==> config.mk <==
export PLATFORM = sky130hd
export DESIGN_NAME = mod_ram_arbiter
export DESIGN_NICKNAME = d
export VERILOG_FILES = /design/src/rtl/mod_ram_arbiter_pkg.sv /design/src/rtl/mod_rr_arbiter2.sv /design/src/rtl/mod_ram_arbiter.sv
export SDC_FILE = /design/constraint.sdc
export NUM_CORES = 1
export LEC_CHECK = 0
export CORE_MARGIN = 1
export CORE_UTILIZATION = 37
export CTS_CLUSTER_DIAMETER = 100
export CTS_CLUSTER_SIZE = 16
export DETAILED_ROUTE_END_ITERATION = 10
export PLACE_DENSITY = 0.77
export SLEW_MARGIN = 20
export SYNTH_ARGS = -nofsm -noshare
export SYNTH_HDL_FRONTEND = slang
export SYNTH_HIERARCHICAL = 1
export SYNTH_SLANG_ARGS = --single-unit
==> constraint.sdc <==
create_clock -name CLK -period 1.55 [get_ports CLK]
set_input_delay 0.155 -clock CLK [delete_from_list [all_inputs] [get_ports CLK]]
set_output_delay 0.155 -clock CLK [all_outputs]
set_load 0.005 [all_outputs]
==> src/rtl/mod_ram_arbiter_pkg.sv <==
// Shared definitions for the two-requester asynchronous-SRAM arbiter:
// FSM encoding, default widths, owner encoding and the round-robin pick rule.
package mod_ram_arbiter_pkg;

  localparam int ADDR_W_DEF = 15;
  localparam int DATA_W_DEF = 32;

  localparam logic [1:0] ST_IDLE    = 2'd0;
  localparam logic [1:0] ST_SETUP   = 2'd1;
  localparam logic [1:0] ST_STROBE  = 2'd2;
  localparam logic [1:0] ST_RECOVER = 2'd3;

  localparam logic OWNER_A = 1'b0;
  localparam logic OWNER_B = 1'b1;

  // With both requesting, the requester not served last wins.
  function automatic logic rr_pick(input logic req_a, input logic req_b,
                                   input logic last_owner);
    logic pick;
    if (req_a && req_b) begin
      pick = (last_owner == OWNER_A) ? OWNER_B : OWNER_A;
    end else if (req_b) begin
      pick = OWNER_B;
    end else begin
      pick = OWNER_A;
    end
    return pick;
  endfunction

endpackage

==> src/rtl/mod_rr_arbiter2.sv <==
// Two-way round-robin grant selection; purely combinational, the caller
// decides when the grant is taken.
module mod_rr_arbiter2
  import mod_ram_arbiter_pkg::*;
(
  input  logic req_a,
  input  logic req_b,
  input  logic last_owner,
  output logic grant_valid,
  output logic grantee
);

  // Grant decode
  always_comb begin
    grant_valid = req_a | req_b;
    grantee     = rr_pick(req_a, req_b, last_owner);
  end

endmodule

==> src/rtl/mod_ram_arbiter.sv <==
// Arbitrates a single asynchronous SRAM between a loader (A) and a hash core (B)
// using a fixed four-phase access: IDLE, SETUP, STROBE, RECOVER.
module mod_ram_arbiter
  import mod_ram_arbiter_pkg::*;
#(
  parameter int ADDR_W = ADDR_W_DEF,
  parameter int DATA_W = DATA_W_DEF
) (
  input  logic              CLK,
  input  logic              RST,
  input  logic              A_REQ,
  input  logic              A_WE,
  input  logic [ADDR_W-1:0] A_ADDR,
  input  logic [DATA_W-1:0] A_WDATA,
  output logic              A_ACK,
  output logic [DATA_W-1:0] A_RDATA,
  input  logic              B_REQ,
  input  logic              B_WE,
  input  logic [ADDR_W-1:0] B_ADDR,
  input  logic [DATA_W-1:0] B_WDATA,
  output logic              B_ACK,
  output logic [DATA_W-1:0] B_RDATA,
  output logic [ADDR_W-1:0] RAM_ADDR,
  output logic [DATA_W-1:0] RAM_WDATA,
  input  logic [DATA_W-1:0] RAM_RDATA,
  output logic              RAM_CE_N,
  output logic              RAM_WE_N,
  output logic              RAM_OE_N,
  output logic              BUSY,
  output logic              OWNER,
  output logic [15:0]       XFER_CNT
);

  logic [1:0] state;
  logic       lat_we;
  logic       grant_valid;
  logic       grantee;

  mod_rr_arbiter2 u_rr (
    .req_a       (A_REQ),
    .req_b       (B_REQ),
    .last_owner  (OWNER),
    .grant_valid (grant_valid),
    .grantee     (grantee)
  );

  // Access sequencer; RAM_ADDR/RAM_WDATA double as the request latch so they
  // stay stable from SETUP through RECOVER and hold afterwards.
  always_ff @(posedge CLK) begin
    if (RST) begin
      state     <= ST_IDLE;
      lat_we    <= 1'b0;
      RAM_ADDR  <= '0;
      RAM_WDATA <= '0;
      RAM_CE_N  <= 1'b1;
      RAM_WE_N  <= 1'b1;
      RAM_OE_N  <= 1'b1;
      A_ACK     <= 1'b0;
      B_ACK     <= 1'b0;
      A_RDATA   <= '0;
      B_RDATA   <= '0;
      BUSY      <= 1'b0;
      OWNER     <= OWNER_B;
      XFER_CNT  <= 16'h0000;
    end else begin
      case (state)
        ST_IDLE: begin
          if (grant_valid) begin
            state <= ST_SETUP;
            BUSY  <= 1'b1;
            OWNER <= grantee;
            if (grantee == OWNER_B) begin
              lat_we    <= B_WE;
              RAM_ADDR  <= B_ADDR;
              RAM_WDATA <= B_WDATA;
            end else begin
              lat_we    <= A_WE;
              RAM_ADDR  <= A_ADDR;
              RAM_WDATA <= A_WDATA;
            end
          end else begin
            state <= ST_IDLE;
          end
        end
        ST_SETUP: begin
          state    <= ST_STROBE;
          RAM_CE_N <= 1'b0;
          RAM_WE_N <= ~lat_we;
          RAM_OE_N <= lat_we;
        end
        ST_STROBE: begin
          state    <= ST_RECOVER;
          RAM_CE_N <= 1'b1;
          RAM_WE_N <= 1'b1;
          RAM_OE_N <= 1'b1;
          XFER_CNT <= XFER_CNT + 16'd1;
          if (OWNER == OWNER_B) begin
            B_ACK <= 1'b1;
            if (!lat_we) begin
              B_RDATA <= RAM_RDATA;
            end
          end else begin
            A_ACK <= 1'b1;
            if (!lat_we) begin
              A_RDATA <= RAM_RDATA;
            end
          end
        end
        ST_RECOVER: begin
          state <= ST_IDLE;
          A_ACK <= 1'b0;
          B_ACK <= 1'b0;
          BUSY  <= 1'b0;
        end
        default: begin
          state    <= ST_IDLE;
          RAM_CE_N <= 1'b1;
          RAM_WE_N <= 1'b1;
          RAM_OE_N <= 1'b1;
          A_ACK    <= 1'b0;
          B_ACK    <= 1'b0;
          BUSY     <= 1'b0;
        end
      endcase
    end
  end

endmodule

==> impl_table.tex, run 1 <==
\begin{tabular}{lr}
\hline
Metric & Value \\
\hline
\multicolumn{2}{l}{\textbf{Status}} \\
Violations in the final reports & negative setup slack \\
Run status & finished, violations left \\
\multicolumn{2}{l}{\textbf{Synthesis}} \\
Synth Area in Compound Gates & $\sim$15\% \\
Xor/xnor share of the synthesized area & under 10\% \\
Average cell area after synthesis & about 8.6 um2 \\
Largest family of logic cells by synthesized area & simple AND/OR/NAND/NOR gates \\
Number of enable flip-flop cells after synthesis & 0 \\
Simple-Gate Fraction of Synth Area & between 10\% and 20\% \\
Main area contributors after synthesis & sky130\_fd\_sc\_hd\_\_dfxtp\_1, sky130\_fd\_sc\_hd\_\_nand2\_1, sky130\_fd\_sc\_hd\_\_mux2i\_1 \\
Number of nets in the synthesized netlist & about 760 \\
Async set-or-reset flop fraction in the synthesized netlist & 0\% \\
Sequential-to-total area share from yosys stat & between 50\% and 60\% \\
\#FFs+latches synth & approximately 140 \\
Netlist area before placement & $\sim$5400 um2 \\
Leading area contributor after synthesis & sky130\_fd\_sc\_hd\_\_dfxtp\_1 \\
Synthesis warning total & 6 \\
Number of different library cells in the post-synthesis netlist & 35 \\
Flip-flop cell with the highest count after synthesis & sky130\_fd\_sc\_hd\_\_dfxtp\_1 \\
Multiplexer share of the synthesized area & about a tenth \\
Portion of synthesized cell area occupied by the leading cell type & between 50\% and 60\% \\
Mapped Cells & about 630 \\
Synth Area in Adders & 0.928\% \\
\multicolumn{2}{l}{\textbf{Final layout}} \\
Area added between synthesis and finish & 82.1\% \\
Fill cells & roughly 1100 \\
Layout cell share with drive strength beyond 1 & about a fifth \\
Number of nets in the layout & about 1100 \\
Ant diodes & 0 \\
Final Non-Filler Cells & approximately 1100 \\
Final core utilization & 70.0\% \\
\multicolumn{2}{l}{\textbf{Setup path}} \\
Worst setup EP type & flip-flop \\
Arr. time, crit path & just under 2 ns \\
Largest fanout on the critical path & 4 \\
Nature of the critical path startpoint & flip-flop \\
WP data required & between 1.5 and 2 ns \\
Worst setup path class & flip-flop to flip-flop \\
\multicolumn{2}{l}{\textbf{Placed design}} \\
Buffers added on ports & between 200 and 300 \\
Routability cong. & 0.805 \\
Half-perimeter wire length after placement & about 12000 um \\
Cell total after placement & about 1100 \\
\multicolumn{2}{l}{\textbf{Detailed routing}} \\
Vias after detailed routing & between 5000 and 6000 \\
First-iteration detailed-routing DRC count & 254 \\
Final routed wirelength across all metal layers & 18000 um \\
Number of detailed-routing iterations run before antenna repair & 4 \\
Detail-routed via count per cell & $\sim$5 \\
Number of nets with antenna violations after routing & 0 \\
Post-DR wirelength/cell & 16.2 um \\
Residual DRC & 0 \\
\multicolumn{2}{l}{\textbf{STA}} \\
Tightest Pin Transition & around 0.42 ns \\
Final hold violation count & 0 \\
Minimum clock period after layout & 1.61 ns \\
Maximum operating frequency & 0.623 GHz \\
Number of pins exceeding their max-slew limit in the final report & 0 \\
Worst-case clock skew & around 0.007 ns \\
Setup TNS & -0.184 ns \\
Unrepaired setup endpoints after global routing & true \\
Final setup margin & -0.0562 ns \\
Period utilisation layout & 104\% \\
Relative slew slack & about 72\% \\
Final setup violating endpoints & 4 \\
\multicolumn{2}{l}{\textbf{Pwr}} \\
Lkg Pwr & around 0.0037 uW \\
Power per standard cell area & between 1000 and 1500 nW/um2 \\
Total design power & 11800 uW \\
Worst VDD drop & approximately 750 uV \\
\multicolumn{2}{l}{\textbf{Floorplanning}} \\
Core outline area & around 14000 um2 \\
Number of cell rows & 43 \\
Initial standard-cell utilization of the core & approximately 38\% \\
Die area & approximately 15000 um2 \\
I/O pin cnt & 266 \\
Die Width & 123 um \\
Die height & 123 um \\
\multicolumn{2}{l}{\textbf{Clock network}} \\
Clock sink count & between 100 and 150 \\
Buffer depth of the longest clock path & 2 \\
Clock Root Buffer & sky130\_fd\_sc\_hd\_\_clkbuf\_16 \\
Hold Buf Count CTS & 0 \\
Maximum level of the CTS H-tree & 4 \\
CTS Buf Count & 17 \\
TritonCTS clock tree & done \\
Worst skew pair latency & about 0.4 ns \\
Clock transition at path regs & $\sim$0.060 ns \\
\multicolumn{2}{l}{\textbf{Global routing}} \\
Global routing usage summed across all routing layers & between 20\% and 30\% \\
First-pass GRT wire length & roughly 24000 um \\
Overflow after GRT & 0 \\
Pin count of the biggest net entering global routing & 54 \\
Number of antenna violations at the first check in global routing & 0 \\
Vias in the first global route & between 4000 and 5000 \\
\multicolumn{2}{l}{\textbf{Run}} \\
Number of max-capacitance violations reported & 0 \\
\multicolumn{2}{l}{\textbf{Worst hold path}} \\
Worst min-delay path category & primary input to flip-flop \\
\hline
\end{tabular}
[power breakdown]
| part | internal (uW) | total, uW | switching, uW |
|---|---|---|---|
| registers | 3920 | 4160 | 239 |
| logic | 1800 | 3110 | 1300 |
| clock network | 2960 | 4500 | 1540 |
[final cells by class]
class | count | area, um2 | area share, %
Sequential cell | 137 | 2760 | 28.1
Multi-Input combinational cell | 436 | 2770 | 28.2
Tap cell | 180 | 225 | 2.29
Clock buffer | 19 | 453 | 4.61
Timing Repair Buffer | 323 | 3380 | 34.4
Clock inverter | 13 | 213 | 2.17
Inverter | 6 | 22.5 | 0.229
[logic make-up (layout without fill, tap and decap cells)]
family	count (synthesis)	in the layout
adder cells (fa/ha/maj)	4	4
multiplexers	50	50
flip-flops	137	137
AO/OA/AOI/OAI	131	131
buffers and inverters	54	361
AND/OR/NAND/NOR	240	242
XOR/XNOR	9	9
[path summary, 6_finish.rpt]
check               from           end  slack [ns]  depth (start not counted)
max             state[0]  XFER_CNT[14]       -0.06                          7
min                  RST         A_ACK        0.17                          2
max reg2reg     state[0]  XFER_CNT[14]       -0.06                          7
min reg2reg  B_RDATA[23]   B_RDATA[23]        0.45                          2
[synthesized netlist by cell type (3+ instances only)]
master and n:
sky130_fd_sc_hd__buf_2 7, sky130_fd_sc_hd__inv_1 6, sky130_fd_sc_hd__xor2_1 5, sky130_fd_sc_hd__or4_1 3
sky130_fd_sc_hd__a21oi_1 74, sky130_fd_sc_hd__nor2_1 69, sky130_fd_sc_hd__xnor2_1 4, sky130_fd_sc_hd__o21ai_0 4
sky130_fd_sc_hd__mux2i_1 49, sky130_fd_sc_hd__dfxtp_1 137, sky130_fd_sc_hd__o31ai_1 3, sky130_fd_sc_hd__nand4_1 5
sky130_fd_sc_hd__a211oi_1 48, sky130_fd_sc_hd__or2_2 3, sky130_fd_sc_hd__nor2b_1 3, sky130_fd_sc_hd__clkbuf_1 37
sky130_fd_sc_hd__ha_1 4, sky130_fd_sc_hd__nand2_1 139
[per-stage QoR]
stage,hold slack [ns],cell area [um2],setup WS [ns]
floorplan,0.291,5430,-0.0587
global placement,0.441,8500,-0.109
detailed placement,0.445,8500,-0.165
CTS,0.135,9260,-0.0626
global route,0.163,9820,-0.139
finish,0.165,9820,-0.0562
[registers in the layout, summed over array words and instances, names as in the netlist, 2 cells and up]
signal     cells
A_RDATA       32
RAM_WDATA     32
state          2
B_RDATA       32
RAM_ADDR      15
XFER_CNT      16
[metal layers]
metal / track usage [%] / wire [um] / vias up
li1: - / - / 2728
met1: 23.7 / 7140 / 2588
met2: 36.4 / 9170 / 227
met3: 6.60 / 1260 / 29
met4: 9.83 / 467 / 0
met5: 0 / 0 / -
[what timing repair did]
action / CTS / global route
cloned: 1 / 13
setup endpoints to repair: 66 / 119
pin swaps: 5 / 17
gates resized for setup: 13 / 85
endpoints found under the hold margin: 0 / 0
buffers inserted: 3 / 8
[worst max-delay path, stage by stage (launching register included)]
cell	delay, ns
sky130_fd_sc_hd__dfxtp_2	0.32
sky130_fd_sc_hd__inv_2	0.06
sky130_fd_sc_hd__ha_4	0.12
sky130_fd_sc_hd__and4_4	0.24
sky130_fd_sc_hd__nand4_4	0.10
sky130_fd_sc_hd__buf_6	0.14
sky130_fd_sc_hd__or4_4	0.41
sky130_fd_sc_hd__a21oi_2	0.14
[cell usage in the layout (no fill, tap or decap), types with 3 or more instances in the layout]
cell                              count
sky130_fd_sc_hd__clkdlybuf4s50_1    261
sky130_fd_sc_hd__inv_1                4
sky130_fd_sc_hd__dfxtp_1            125
sky130_fd_sc_hd__o21ai_0              4
sky130_fd_sc_hd__a21oi_2             19
sky130_fd_sc_hd__bufinv_16            5
sky130_fd_sc_hd__a211oi_1            36
sky130_fd_sc_hd__nand2_2             24
sky130_fd_sc_hd__xnor2_1              4
sky130_fd_sc_hd__clkinv_4             3
sky130_fd_sc_hd__nor2_1              66
sky130_fd_sc_hd__nand2_4              3
sky130_fd_sc_hd__a211oi_2            12
sky130_fd_sc_hd__nand4_1              5
sky130_fd_sc_hd__nor2b_1              3
sky130_fd_sc_hd__nand2_1            113
sky130_fd_sc_hd__a21oi_1             55
sky130_fd_sc_hd__mux2i_1             49
sky130_fd_sc_hd__xor2_1               5
sky130_fd_sc_hd__buf_12              10
sky130_fd_sc_hd__clkbuf_16           24
sky130_fd_sc_hd__dfxtp_2             11
sky130_fd_sc_hd__buf_4               31
sky130_fd_sc_hd__dlymetal6s2s_1       3
sky130_fd_sc_hd__buf_6                6
sky130_fd_sc_hd__inv_6                3
(Power assumes the default switching activity.)
==> inputs of run 2 (changes only) <==
CORE_UTILIZATION = 40   (was 37)
PLACE_DENSITY = 0.8   (was 0.77)
clock period = 1.6 ns   (was 1.55 ns; I/O delays follow)
==> impl_table.tex, run 2 (synthesis gave the netlist of run 1 again) <==
\begin{tabular}{lr}
\hline
Metric & Value \\
\hline
\multicolumn{2}{l}{\textbf{Status}} \\
Run status & completed \\
\multicolumn{2}{l}{\textbf{STA}} \\
Number of pins exceeding their max-slew limit in the final report & 0 \\
Final setup margin & between 0.009 and 0.01 ns \\
Final hold violation count & 0 \\
Maximum operating frequency & roughly 0.63 GHz \\
Minimum clock period after layout & between 1.5 and 2 ns \\
Unrepaired setup endpoints after global routing & true \\
Relative slew slack & 65.4\% \\
Tightest Pin Transition & between 0.5 and 0.6 ns \\
Period utilisation layout & slightly below 100\% \\
Final setup violating endpoints & 0 \\
Final-layout worst hold slack & roughly 0.2 ns \\
Worst-case clock skew & roughly 0.018 ns \\
\multicolumn{2}{l}{\textbf{Floorplanning}} \\
Number of cell rows & 42 \\
Die height & 118 um \\
I/O pin cnt & around 270 \\
Die area & around 14000 um2 \\
Initial standard-cell utilization of the core & roughly 41\% \\
Core outline area & around 13000 um2 \\
Die Width & approximately 120 um \\
\multicolumn{2}{l}{\textbf{Detailed routing}} \\
Number of nets with antenna violations after routing & 0 \\
First-iteration detailed-routing DRC count & between 200 and 300 \\
Final routed wirelength across all metal layers & 16600 um \\
Residual DRC & 0 \\
Post-DR wirelength/cell & about 15 um \\
Detail-routed via count per cell & $\sim$5 \\
Number of detailed-routing iterations run before antenna repair & 4 \\
Vias after detailed routing & 5402 \\
\multicolumn{2}{l}{\textbf{Pwr}} \\
Internal cell power & 7920 uW \\
Power per standard cell area & around 1200 nW/um2 \\
Sequential cell fraction of total power & a little under two fifths \\
Total design power & between 10000 and 15000 uW \\
Worst VDD drop & just under 700 uV \\
Switching component of the power & about 2800 uW \\
Clock share of power & between 30\% and 40\% \\
Lkg Pwr & about 0.0034 uW \\
Switching portion of total power & between 20\% and 30\% \\
Share of total power in combinational logic & roughly 25\% \\
\multicolumn{2}{l}{\textbf{Setup path}} \\
Largest fanout on the critical path & 3 \\
CP delay by family, top & simple AND/OR/NAND/NOR gates \\
List of cells traversed by the critical path & inv\_2, ha\_4, and4\_4, buf\_4, nand2\_1, or4\_1, a21oi\_1 \\
Critical register-to-register path startpoint & state[0] \\
End of the worst register-to-register path & XFER\_CNT[11] \\
Setup slack of the most critical reg-to-reg path & about 0.009 ns \\
Worst setup EP type & flip-flop \\
Worst setup path class & flip-flop to flip-flop \\
Arr. time, crit path & between 1.5 and 2 ns \\
WP data required & 1.95 ns \\
Crit. path cell count & 7 \\
Crit path buf inv count & 2 \\
CP max stage cell & sky130\_fd\_sc\_hd\_\_or4\_1 \\
Nature of the critical path startpoint & flip-flop \\
R2R cell count & 7 \\
Delay of the slowest cell on the worst path & 0.46 ns \\
\multicolumn{2}{l}{\textbf{Placed design}} \\
Half-perimeter wire length after placement & 11800 um \\
Worst setup slack before clock tree synthesis & -0.0535 ns \\
Routability cong. & slightly above 0.8 \\
Buffers added on ports & around 270 \\
Cell total after placement & 1053 \\
\multicolumn{2}{l}{\textbf{Global routing}} \\
Overflow after GRT & 0 \\
Vias in the first global route & approximately 5100 \\
First-pass GRT wire length & 25800 um \\
Pin count of the biggest net entering global routing & 46 \\
Number of antenna violations at the first check in global routing & 0 \\
Global routing usage summed across all routing layers & about a quarter \\
\multicolumn{2}{l}{\textbf{Worst hold path}} \\
Min-Delay Startpoint & RST \\
Worst min-delay path category & primary input to flip-flop \\
Hold path cells & 2 \\
Destination of the worst hold path & XFER\_CNT[8] \\
\multicolumn{2}{l}{\textbf{Clock network}} \\
CTS Buf Count & 17 \\
Maximum level of the CTS H-tree & 4 \\
Clock sink count & 137 \\
Hold Buf Count CTS & 0 \\
Buffer depth of the longest clock path & 2 \\
TritonCTS clock tree & done \\
Clock transition at path regs & approximately 0.06 ns \\
Clock Root Buffer & sky130\_fd\_sc\_hd\_\_clkbuf\_16 \\
Worst skew pair latency & 0.42 ns \\
\multicolumn{2}{l}{\textbf{Final layout}} \\
Final Non-Filler Cells & between 1000 and 1500 \\
Ant diodes & 0 \\
Final core utilization & a little over 70\% \\
Leading cell type in the layout, fill and taps excluded & sky130\_fd\_sc\_hd\_\_clkdlybuf4s50\_1 \\
Top Registers & A\_RDATA (32), B\_RDATA (32), RAM\_WDATA (32) \\
Layout cell share with drive strength beyond 1 & 11.1\% \\
Commonest cells after routing, fill and taps aside & sky130\_fd\_sc\_hd\_\_clkdlybuf4s50\_1, sky130\_fd\_sc\_hd\_\_nand2\_1, sky130\_fd\_sc\_hd\_\_dfxtp\_1 \\
Number of nets in the layout & around 1000 \\
Area added between synthesis and finish & 72.4\% \\
\multicolumn{2}{l}{\textbf{Run}} \\
Number of max-capacitance violations reported & 0 \\
\hline
\end{tabular}
[run 2: changes by cell type in the layout (fill, tap and decap cells not counted), moves of 8 or more]
cell,before,now
sky130_fd_sc_hd__a211oi_2,12,4
sky130_fd_sc_hd__a21oi_2,19,1
sky130_fd_sc_hd__nand2_1,113,139
sky130_fd_sc_hd__a21oi_1,55,73
sky130_fd_sc_hd__nand2_2,24,0
sky130_fd_sc_hd__a211oi_1,36,44
[run 2: per-layer routing]
| metal | vias up | global-route usage (%) | wire [um] |
|---|---|---|---|
| li1 | 2678 | - | - |
| met1 | 2482 | 26.6 | 6690 |
| met2 | 217 | 40.8 | 8330 |
| met3 | 25 | 7.32 | 1210 |
| met4 | 0 | 11.2 | 388 |
| met5 | - | 0 | 0 |
[run 2: worst max path at each step]
stage               slack, ns             to     start
global route            -0.06     A_RDATA[4]  state[0]
detailed placement      -0.05  RAM_WDATA[31]     B_REQ
floorplan              -0.009   XFER_CNT[15]  state[0]
CTS                     0.003   XFER_CNT[11]  state[0]
global placement        -0.02  RAM_WDATA[31]     B_REQ
finish                  0.009   XFER_CNT[11]  state[0]
[run 2: what timing repair did]
item,CTS,global route
gates resized for setup,4,15
gates cloned,0,3
pin swaps,4,2
buffers inserted,2,0
endpoints found under the setup margin,9,98
[run 2: cell type report]
type	instances	area [um2]
clock buffers	21	480
clock inverters	10	141
fillers	1020	3890
inverters	6	22.5
multi-input cells	434	2520
flip-flops and latches	137	2750
well taps	176	220
repair buffers	305	3160
[run 2: through the flow]
stage | area [um2] | setup TNS (ns)
after floorplan | 5430 | -0.00871
after global placement | 8520 | -0.0359
after detailed placement | 8520 | -0.491
after CTS | 9160 | 0
after global routing | 9300 | -0.667
final | 9300 | 0
[run 2: power by group through the flow]
stage | logic [uW] | registers, uW | clock network, uW
after floorplan | 980 | 4090 | 0
after global placement | 2450 | 4050 | 0
after detailed placement | 2490 | 4070 | 0
after CTS | 2510 | 4000 | 4120
after global routing | 2840 | 4050 | 4290
final | 2630 | 4000 | 4060
[run 2: worst reg2reg max path, cell delays in order (launching register included)]
cell and delay (ns):
sky130_fd_sc_hd__dfxtp_2 0.33, sky130_fd_sc_hd__inv_2 0.07, sky130_fd_sc_hd__ha_4 0.13, sky130_fd_sc_hd__and4_4 0.23, sky130_fd_sc_hd__buf_4 0.12, sky130_fd_sc_hd__nand2_1 0.06
sky130_fd_sc_hd__or4_1 0.46, sky130_fd_sc_hd__a21oi_1 0.12
